===== config.mk =====
export PLATFORM = sky130hd
export DESIGN_NAME = cga_sequencer_flat
export DESIGN_NICKNAME = d
export VERILOG_FILES = /design/src/rtl/cga_sequencer_if.sv /design/src/rtl/cga_sequencer.sv /design/src/flat_wrapper.sv
export SDC_FILE = /design/constraint.sdc
export NUM_CORES = 1
export LEC_CHECK = 0
export ABC_CLOCK_PERIOD_IN_PS = 2280
export CORE_MARGIN = 2
export CORE_UTILIZATION = 45
export CTS_CLUSTER_DIAMETER = 50
export DETAILED_ROUTE_END_ITERATION = 8
export PLACE_DENSITY = 0.72
export SLEW_MARGIN = 20
export SYNTH_ARGS = -nofsm -noshare
export SYNTH_HDL_FRONTEND = slang
export SYNTH_SLANG_ARGS = --single-unit

===== constraint.sdc =====
create_clock -name clk -period 2.28 [get_ports clk]
set_input_delay 0.456 -clock clk [delete_from_list [all_inputs] [get_ports clk]]
set_output_delay 0.456 -clock clk [all_outputs]
set_load 0.05 [all_outputs]

===== src/rtl/cga_sequencer_if.sv =====
// Bundle of the CGA sequencer's control inputs and timing/strobe outputs.
// The master drives mode and CPU request; the slave (sequencer) drives everything else.
interface cga_sequencer_if;
  logic       hres_mode;
  logic       isa_req;
  logic [4:0] clk_seq;
  logic       crtc_clk;
  logic       vram_read;
  logic       vram_read_char;
  logic       vram_read_att;
  logic       charrom_read;
  logic       disp_pipeline;
  logic       isa_op_enable;
  logic       isa_ack;

  modport master (
    output hres_mode, isa_req,
    input  clk_seq, crtc_clk, vram_read, vram_read_char, vram_read_att,
           charrom_read, disp_pipeline, isa_op_enable, isa_ack
  );

  modport slave (
    input  hres_mode, isa_req,
    output clk_seq, crtc_clk, vram_read, vram_read_char, vram_read_att,
           charrom_read, disp_pipeline, isa_op_enable, isa_ack
  );
endinterface


===== src/rtl/cga_sequencer.sv =====
// CGA master timing sequencer: 32-phase counter, character-rate strobes and
// one CPU VRAM slot per character. All outputs decode the next phase and are registered.
module cga_sequencer #(
  parameter int CPU_WIN_START = 9,
  parameter int CPU_WIN_END   = 14
) (
  input  logic            clk,
  input  logic            reset,
  cga_sequencer_if.slave  bus
);
  localparam logic [3:0] WIN_LO = 4'(CPU_WIN_START);
  localparam logic [3:0] WIN_HI = 4'(CPU_WIN_END);

  logic [4:0] seq_q, seq_d;
  logic       hres_q, hres_d;
  logic [3:0] phase_s;
  logic       pulse_en_s, first_clk_s;
  logic       crtc_q, crtc_d;
  logic       vram_rd_q, vram_rd_d;
  logic       rd_char_q, rd_char_d;
  logic       rd_att_q, rd_att_d;
  logic       rom_q, rom_d;
  logic       disp_q, disp_d;
  logic       win_q, win_d;
  logic       ack_q, ack_d;

  // Next-phase decode: strobes are computed for the phase the counter is about to show.
  always_comb begin
    seq_d = seq_q + 5'd1;
    if (seq_q == 5'd31) begin
      hres_d = bus.hres_mode;
    end else begin
      hres_d = hres_q;
    end
    if (hres_d) begin
      phase_s     = seq_d[3:0];
      pulse_en_s  = 1'b1;
      first_clk_s = 1'b1;
    end else begin
      phase_s     = seq_d[4:1];
      pulse_en_s  = seq_d[0];
      first_clk_s = ~seq_d[0];
    end
    crtc_d    = pulse_en_s & (phase_s == 4'd0);
    rd_char_d = pulse_en_s & (phase_s == 4'd3);
    rd_att_d  = pulse_en_s & (phase_s == 4'd7);
    rom_d     = pulse_en_s & (phase_s == 4'd8);
    disp_d    = pulse_en_s & (phase_s == 4'd15);
    case (phase_s)
      4'd1, 4'd2, 4'd3, 4'd5, 4'd6, 4'd7: vram_rd_d = 1'b1;
      default:                            vram_rd_d = 1'b0;
    endcase
    // Display fetch always wins the bus if the CPU window is configured to overlap it.
    win_d = (phase_s >= WIN_LO) & (phase_s <= WIN_HI) & ~vram_rd_d;
    ack_d = win_d & first_clk_s & (phase_s == WIN_LO) & bus.isa_req;
  end

  // Sequence state and registered outputs.
  always_ff @(posedge clk or posedge reset) begin
    if (reset) begin
      seq_q     <= 5'd0;
      hres_q    <= 1'b0;
      crtc_q    <= 1'b0;
      vram_rd_q <= 1'b0;
      rd_char_q <= 1'b0;
      rd_att_q  <= 1'b0;
      rom_q     <= 1'b0;
      disp_q    <= 1'b0;
      win_q     <= 1'b0;
      ack_q     <= 1'b0;
    end else begin
      seq_q     <= seq_d;
      hres_q    <= hres_d;
      crtc_q    <= crtc_d;
      vram_rd_q <= vram_rd_d;
      rd_char_q <= rd_char_d;
      rd_att_q  <= rd_att_d;
      rom_q     <= rom_d;
      disp_q    <= disp_d;
      win_q     <= win_d;
      ack_q     <= ack_d;
    end
  end

  assign bus.clk_seq        = seq_q;
  assign bus.crtc_clk       = crtc_q;
  assign bus.vram_read      = vram_rd_q;
  assign bus.vram_read_char = rd_char_q;
  assign bus.vram_read_att  = rd_att_q;
  assign bus.charrom_read   = rom_q;
  assign bus.disp_pipeline  = disp_q;
  assign bus.isa_op_enable  = win_q;
  assign bus.isa_ack        = ack_q;
endmodule


===== src/flat_wrapper.sv =====
// flat-port wrapper written by rule: the top's interface ports become plain ports
module cga_sequencer_flat 
#(
  parameter int CPU_WIN_START = 9,
  parameter int CPU_WIN_END   = 14
)
  (clk, reset, bus_hres_mode, bus_isa_req, bus_clk_seq, bus_crtc_clk, bus_vram_read, bus_vram_read_char, bus_vram_read_att, bus_charrom_read, bus_disp_pipeline, bus_isa_op_enable, bus_isa_ack);
  cga_sequencer_if bus_i ();
  input  logic clk;
  input  logic reset;
  input wire logic [$bits(bus_i.hres_mode)-1:0] bus_hres_mode;
  input wire logic [$bits(bus_i.isa_req)-1:0] bus_isa_req;
  output wire logic [$bits(bus_i.clk_seq)-1:0] bus_clk_seq;
  output wire logic [$bits(bus_i.crtc_clk)-1:0] bus_crtc_clk;
  output wire logic [$bits(bus_i.vram_read)-1:0] bus_vram_read;
  output wire logic [$bits(bus_i.vram_read_char)-1:0] bus_vram_read_char;
  output wire logic [$bits(bus_i.vram_read_att)-1:0] bus_vram_read_att;
  output wire logic [$bits(bus_i.charrom_read)-1:0] bus_charrom_read;
  output wire logic [$bits(bus_i.disp_pipeline)-1:0] bus_disp_pipeline;
  output wire logic [$bits(bus_i.isa_op_enable)-1:0] bus_isa_op_enable;
  output wire logic [$bits(bus_i.isa_ack)-1:0] bus_isa_ack;
  assign bus_i.hres_mode = bus_hres_mode;
  assign bus_i.isa_req = bus_isa_req;
  assign bus_clk_seq = bus_i.clk_seq;
  assign bus_crtc_clk = bus_i.crtc_clk;
  assign bus_vram_read = bus_i.vram_read;
  assign bus_vram_read_char = bus_i.vram_read_char;
  assign bus_vram_read_att = bus_i.vram_read_att;
  assign bus_charrom_read = bus_i.charrom_read;
  assign bus_disp_pipeline = bus_i.disp_pipeline;
  assign bus_isa_op_enable = bus_i.isa_op_enable;
  assign bus_isa_ack = bus_i.isa_ack;
  cga_sequencer #(.CPU_WIN_START(CPU_WIN_START), .CPU_WIN_END(CPU_WIN_END)) u_core (.clk(clk), .reset(reset), .bus(bus_i));
endmodule

* Yosys cells after proc, flatten, opt, wreduce, memory -nomap -nowiden *
Cells that the tools add are included.

storage, ports and cells
  word-level logic and storage cells = 42
  bits in registers = 14
  output and inout port bits = 13

operators by class
  equal/unequal tests = 10
  bitwise gates (word level) = 12
  add/sub/neg operators = 1
  $lt $le $gt $ge = 2
  reduce and logical (&&, ||, !) cells = 2
  multiplexer cells = 5

operators with widths
  cell                                                                    number
  4-bit by 3-bit equality test with 1-bit output (second input constant)  3
  4-bit equality test (second input constant)                             3
  1-bit bitwise AND                                                       10
  4-bit by 2-bit equality test with 1-bit output (second input constant)  2
  6-bit OR reduction                                                      1
  5-bit by 1-bit adder with 5-bit output (second input constant)          1
  5-bit equality test (second input constant)                             1
  4-bit by 1-bit equality test with 1-bit output (second input constant)  1
  4-bit greater-or-equal comparator (second input constant)               1
  4-bit <= comparator (second input constant)                             1
  4-bit zero test                                                         1
  1-bit two-way mux                                                       4
  4-bit two-way mux                                                       1
  1-bit NOT                                                               2

* Longest topological paths before layout *
Gate-level depths: netlist of the first run.

  depth in word-level cells = 11
  mapped depth = 8
  mapped depth without buffers = 8

* Least setup slack after synthesis of the first run *
No wires, ideal clock.

  kind = register to register
  from = register u_core.seq_q[0] (netlist: u_core.bus.clk_seq[0])
  to = register u_core.crtc_q (netlist: u_core.bus.crtc_clk)
  library setup time = 0.112 ns
  arrival = 2.217 ns
  cell stages (with the launch flop) = 9
  path slack = -0.048 ns
  required time = 2.168 ns
  cell sequence = dfrtp_1 ha_1 and3_2 ha_1 mux2i_2 inv_2 nor2_4 nand2_1 a2111oi_2

on the way
  cells in the longest elaborated chain, start to end = 5
  elaborated cells on any way between the ends = 7
  those cells by class = add/sub: 1; eq/ne: 1; mux: 3; bitwise: 1; reduce/logical: 1

RTL lines
  item                     line                 RTL
  from (decl)              cga_sequencer.sv:14  logic [4:0] seq_q, seq_d;
  from (signal assigned)   cga_sequencer.sv:72  seq_q <= seq_d;
  5-bit equality test *    cga_sequencer.sv:30  if (seq_q == 5'd31) begin
  1-bit two-way mux *      cga_sequencer.sv:30
  named net u_core.hres_d  cga_sequencer.sv:15  logic hres_q, hres_d;
  4-bit two-way mux        cga_sequencer.sv:35  if (hres_d) begin
  4-bit zero test          cga_sequencer.sv:44  crtc_d = pulse_en_s & (phase_s == 4'd0);
  1-bit bitwise AND *      cga_sequencer.sv:44
  named net u_core.crtc_d  cga_sequencer.sv:18  logic crtc_q, crtc_d;
  to (signal assigned)     cga_sequencer.sv:74  crtc_q <= crtc_d;
  to (decl)                cga_sequencer.sv:18

Mark *: on every way through the listed nets, which the timed path passes. The rest lies on a longest branch.

* Worst setup path in the final report of the first run *
Ends and elaborated chain as after synthesis.

==> metrics, run 1 <==
dominant cell type by area after synthesis=dfrtp_1; Seq/Total Area, Yosys=0.563; worst path bufs/invs=1; post-synth cell types=23; ys flop type=dfrtp_1; Slew headroom=0.662; DP Wirelength=836 um; hold crit path type=in2async; yosys warns=0; Synth top cells by count=14 x dfrtp_1, 5 x nand2_1, 4 x a21oi_1, 4 x inv_1, 3 x nand3_1; worst hold slack=0.506 ns; fin area=851 sq um; Pwr Density=505 nW/um^2; clock slew at reported path FFs=0.08 ns; Post-Route Skew=0.00688 ns; Worst Path Arrival=2.32 ns; total leakage power=0.391 nW; WS Path Type=reg2reg; worst vdd ir=417 uV; root buffer cell=clkbuf_4; total grt overflow=0; critical-path maximum fanout=8; H-tree depth=1; largest cells by area after synthesis=dfrtp_1 56%, xor2_2 5.2%, ha_1 4.0%, a21oi_1 3.2%, nand2_1 3.0%; initial core utilization=0.478; Max stage delay on crit path=0.45 ns; setup TNS=0 ns; CTS tree=done; status=complete, no violations; via count=483; setup ws final=0.130 ns; First-pass DRT Iterations=4; Avg Inst Size Synth=12.0 sq um; placed cell area=802 sq um; DR WL/cell=13.2 um; delay-heaviest family, CP=flip-flops; Max clock buf depth=2; worst-skew pair later-pin latency=0.28 ns; Synth top area share=0.563; final hold vios=0; WL final=1190 um; Period Utilization, post-route=0.943; antenna cells=0; Std-Cell Rows=13; Final Setup Violations=0; Remaining DRCs=0; Clock Sink Count=14; DRT iter0 DRCs=17; WP data required=2.46 ns; Placer Congestion=0.830; area grow syn2layout=36.8%; vias per cell=5.37; FMAX=465 MHz; Syn Nets=58; #FFs+latches synth=14; most common cell in the netlist=dfrtp_1; area of the die=1700 sq um; Core Region=1300 sq um; max-cap violation count=0; min Tclk post-route=2.15 ns; CP endpoint kind=flop; GRT Util Overall=0.197; Slew Limit Fails=0; first-pass GRT wire length=2040 um; TritonCTS Buffers=3; io pins=17; Die Ht=41.2 um; Synth Instances=52; pin count of the biggest net entering global routing=15; initial antenna violation count=0; antenna-violating nets left=0; worst-margin pin slew=0.505 ns; chip width=41.2 um; cells along the critical path=ha_1 > and3_2 > ha_1 > mux2i_2 > inv_2 > nor2_4 > nand2_1 > a2111oi_2; slowest CP cell=dfrtp_2; vias in the first global route=444; pre-CTS WS=0.121 ns; fraction of layout cells with a size suffix above 1=0.227; power consumption=430 uW; CP dominant cell by count=ha_1; Port Buffers=16; Final #Nets=82; Hold Buf Count CTS=0; Async S/R FF share, synth=1.00; number of synthesized flops with an enable pin=0; CP startpoint kind=flop; mapped cell area=622 sq um
[sequential cells by signal (all words and copies together), names as in the netlist]
signal	flops
u_core.bus.charrom_read	1
u_core.bus.clk_seq	5
u_core.bus.crtc_clk	1
u_core.bus.disp_pipeline	1
u_core.bus.isa_ack	1
u_core.bus.isa_op_enable	1
u_core.bus.vram_read	1
u_core.bus.vram_read_att	1
u_core.bus.vram_read_char	1
u_core.hres_q	1
[report_power, final]
group	total (mW)	switching (mW)	internal [mW]
clock network	0.145	0.0768	0.0679
logic	0.0334	0.0202	0.0132
registers	0.252	0.000928	0.251
total	0.430	0.0979	0.332
[layout make-up]
| class | count | area, sq um |
|---|---|---|
| multi-input cells | 32 | 249 |
| inverters | 6 | 22.5 |
| clock buffers | 4 | 26.3 |
| fillers | 119 | 450 |
| flip-flops and latches | 14 | 352 |
| well taps | 15 | 18.8 |
| repair buffers | 19 | 183 |
[cells by family (layout without fill, tap and decap cells)]
kind of cell / Yosys count / after routing / share of synthesized area
AO/OA/AOI/OAI: 9 / 9 / 0.117
XOR/XNOR: 2 / 2 / 0.0523
adder cells (fa/ha/maj): 2 / 2 / 0.0402
buffers and inverters: 6 / 29 / 0.0362
flip-flops: 14 / 14 / 0.563
multiplexers: 1 / 1 / 0.0221
AND/OR/NAND/NOR: 18 / 18 / 0.169
[cells in the final DEF (no fill, tap or decap), types with 2 or more instances in the layout]
master / netlist / layout
a21oi_1: 4 / 4
buf_4: 0 / 3
clkbuf_4: 0 / 3
clkdlybuf4s50_1: 0 / 16
dfrtp_1: 14 / 13
ha_1: 2 / 2
inv_1: 4 / 4
inv_2: 2 / 2
nand2_1: 5 / 5
nand3_1: 3 / 3
nand4_1: 2 / 2
xor2_2: 2 / 2
[per-stage QoR]
step | std cells | util
finish | 90 | 0.654
global route | 90 | 0.654
detailed placement | 83 | 0.616
global placement | 83 | 0.616
CTS | 87 | 0.637
floorplan | 52 | -
[layer usage]
| layer | vias up | wire [um] | track usage |
|---|---|---|---|
| li1 | 230 | - | - |
| met1 | 226 | 535 | 0.234 |
| met2 | 25 | 564 | 0.293 |
| met3 | 2 | 75 | 0.0870 |
| met4 | 0 | 13 | 0.113 |
| met5 | - | 0 | 0 |
[final timing paths]
kind / cells after the start / endpoint / slack [ns] / start
worst max-delay path: 8 / u_core.bus.crtc_clk / 0.13 / u_core.bus.clk_seq[0]
worst min-delay path: 2 / u_core.bus.crtc_clk / 0.51 / reset
worst max register to register: 8 / u_core.bus.crtc_clk / 0.13 / u_core.bus.clk_seq[0]
worst min register to register: 1 / u_core.bus.vram_read_char / 0.61 / u_core.bus.clk_seq[3]
max in group asynchronous: 2 / u_core.bus.clk_seq[0] / 1.41 / reset
min in group clk: 1 / u_core.bus.vram_read_char / 0.61 / u_core.bus.clk_seq[3]
[what timing repair did]
item	in CTS	in global routing
setup buffers	0	3
endpoints found under the hold margin	0	0
resized for setup	0	0
setup endpoints to repair	0	2
Note: power is estimated with default switching activity, not from simulation.
==> run 2: changes to the inputs <==
Settings changed: CAP_MARGIN set to 20, CTS_CLUSTER_SIZE set to 30.
==> results of run 2 <==
The final DEF is identical to that of run 1; final timing and power are the same.
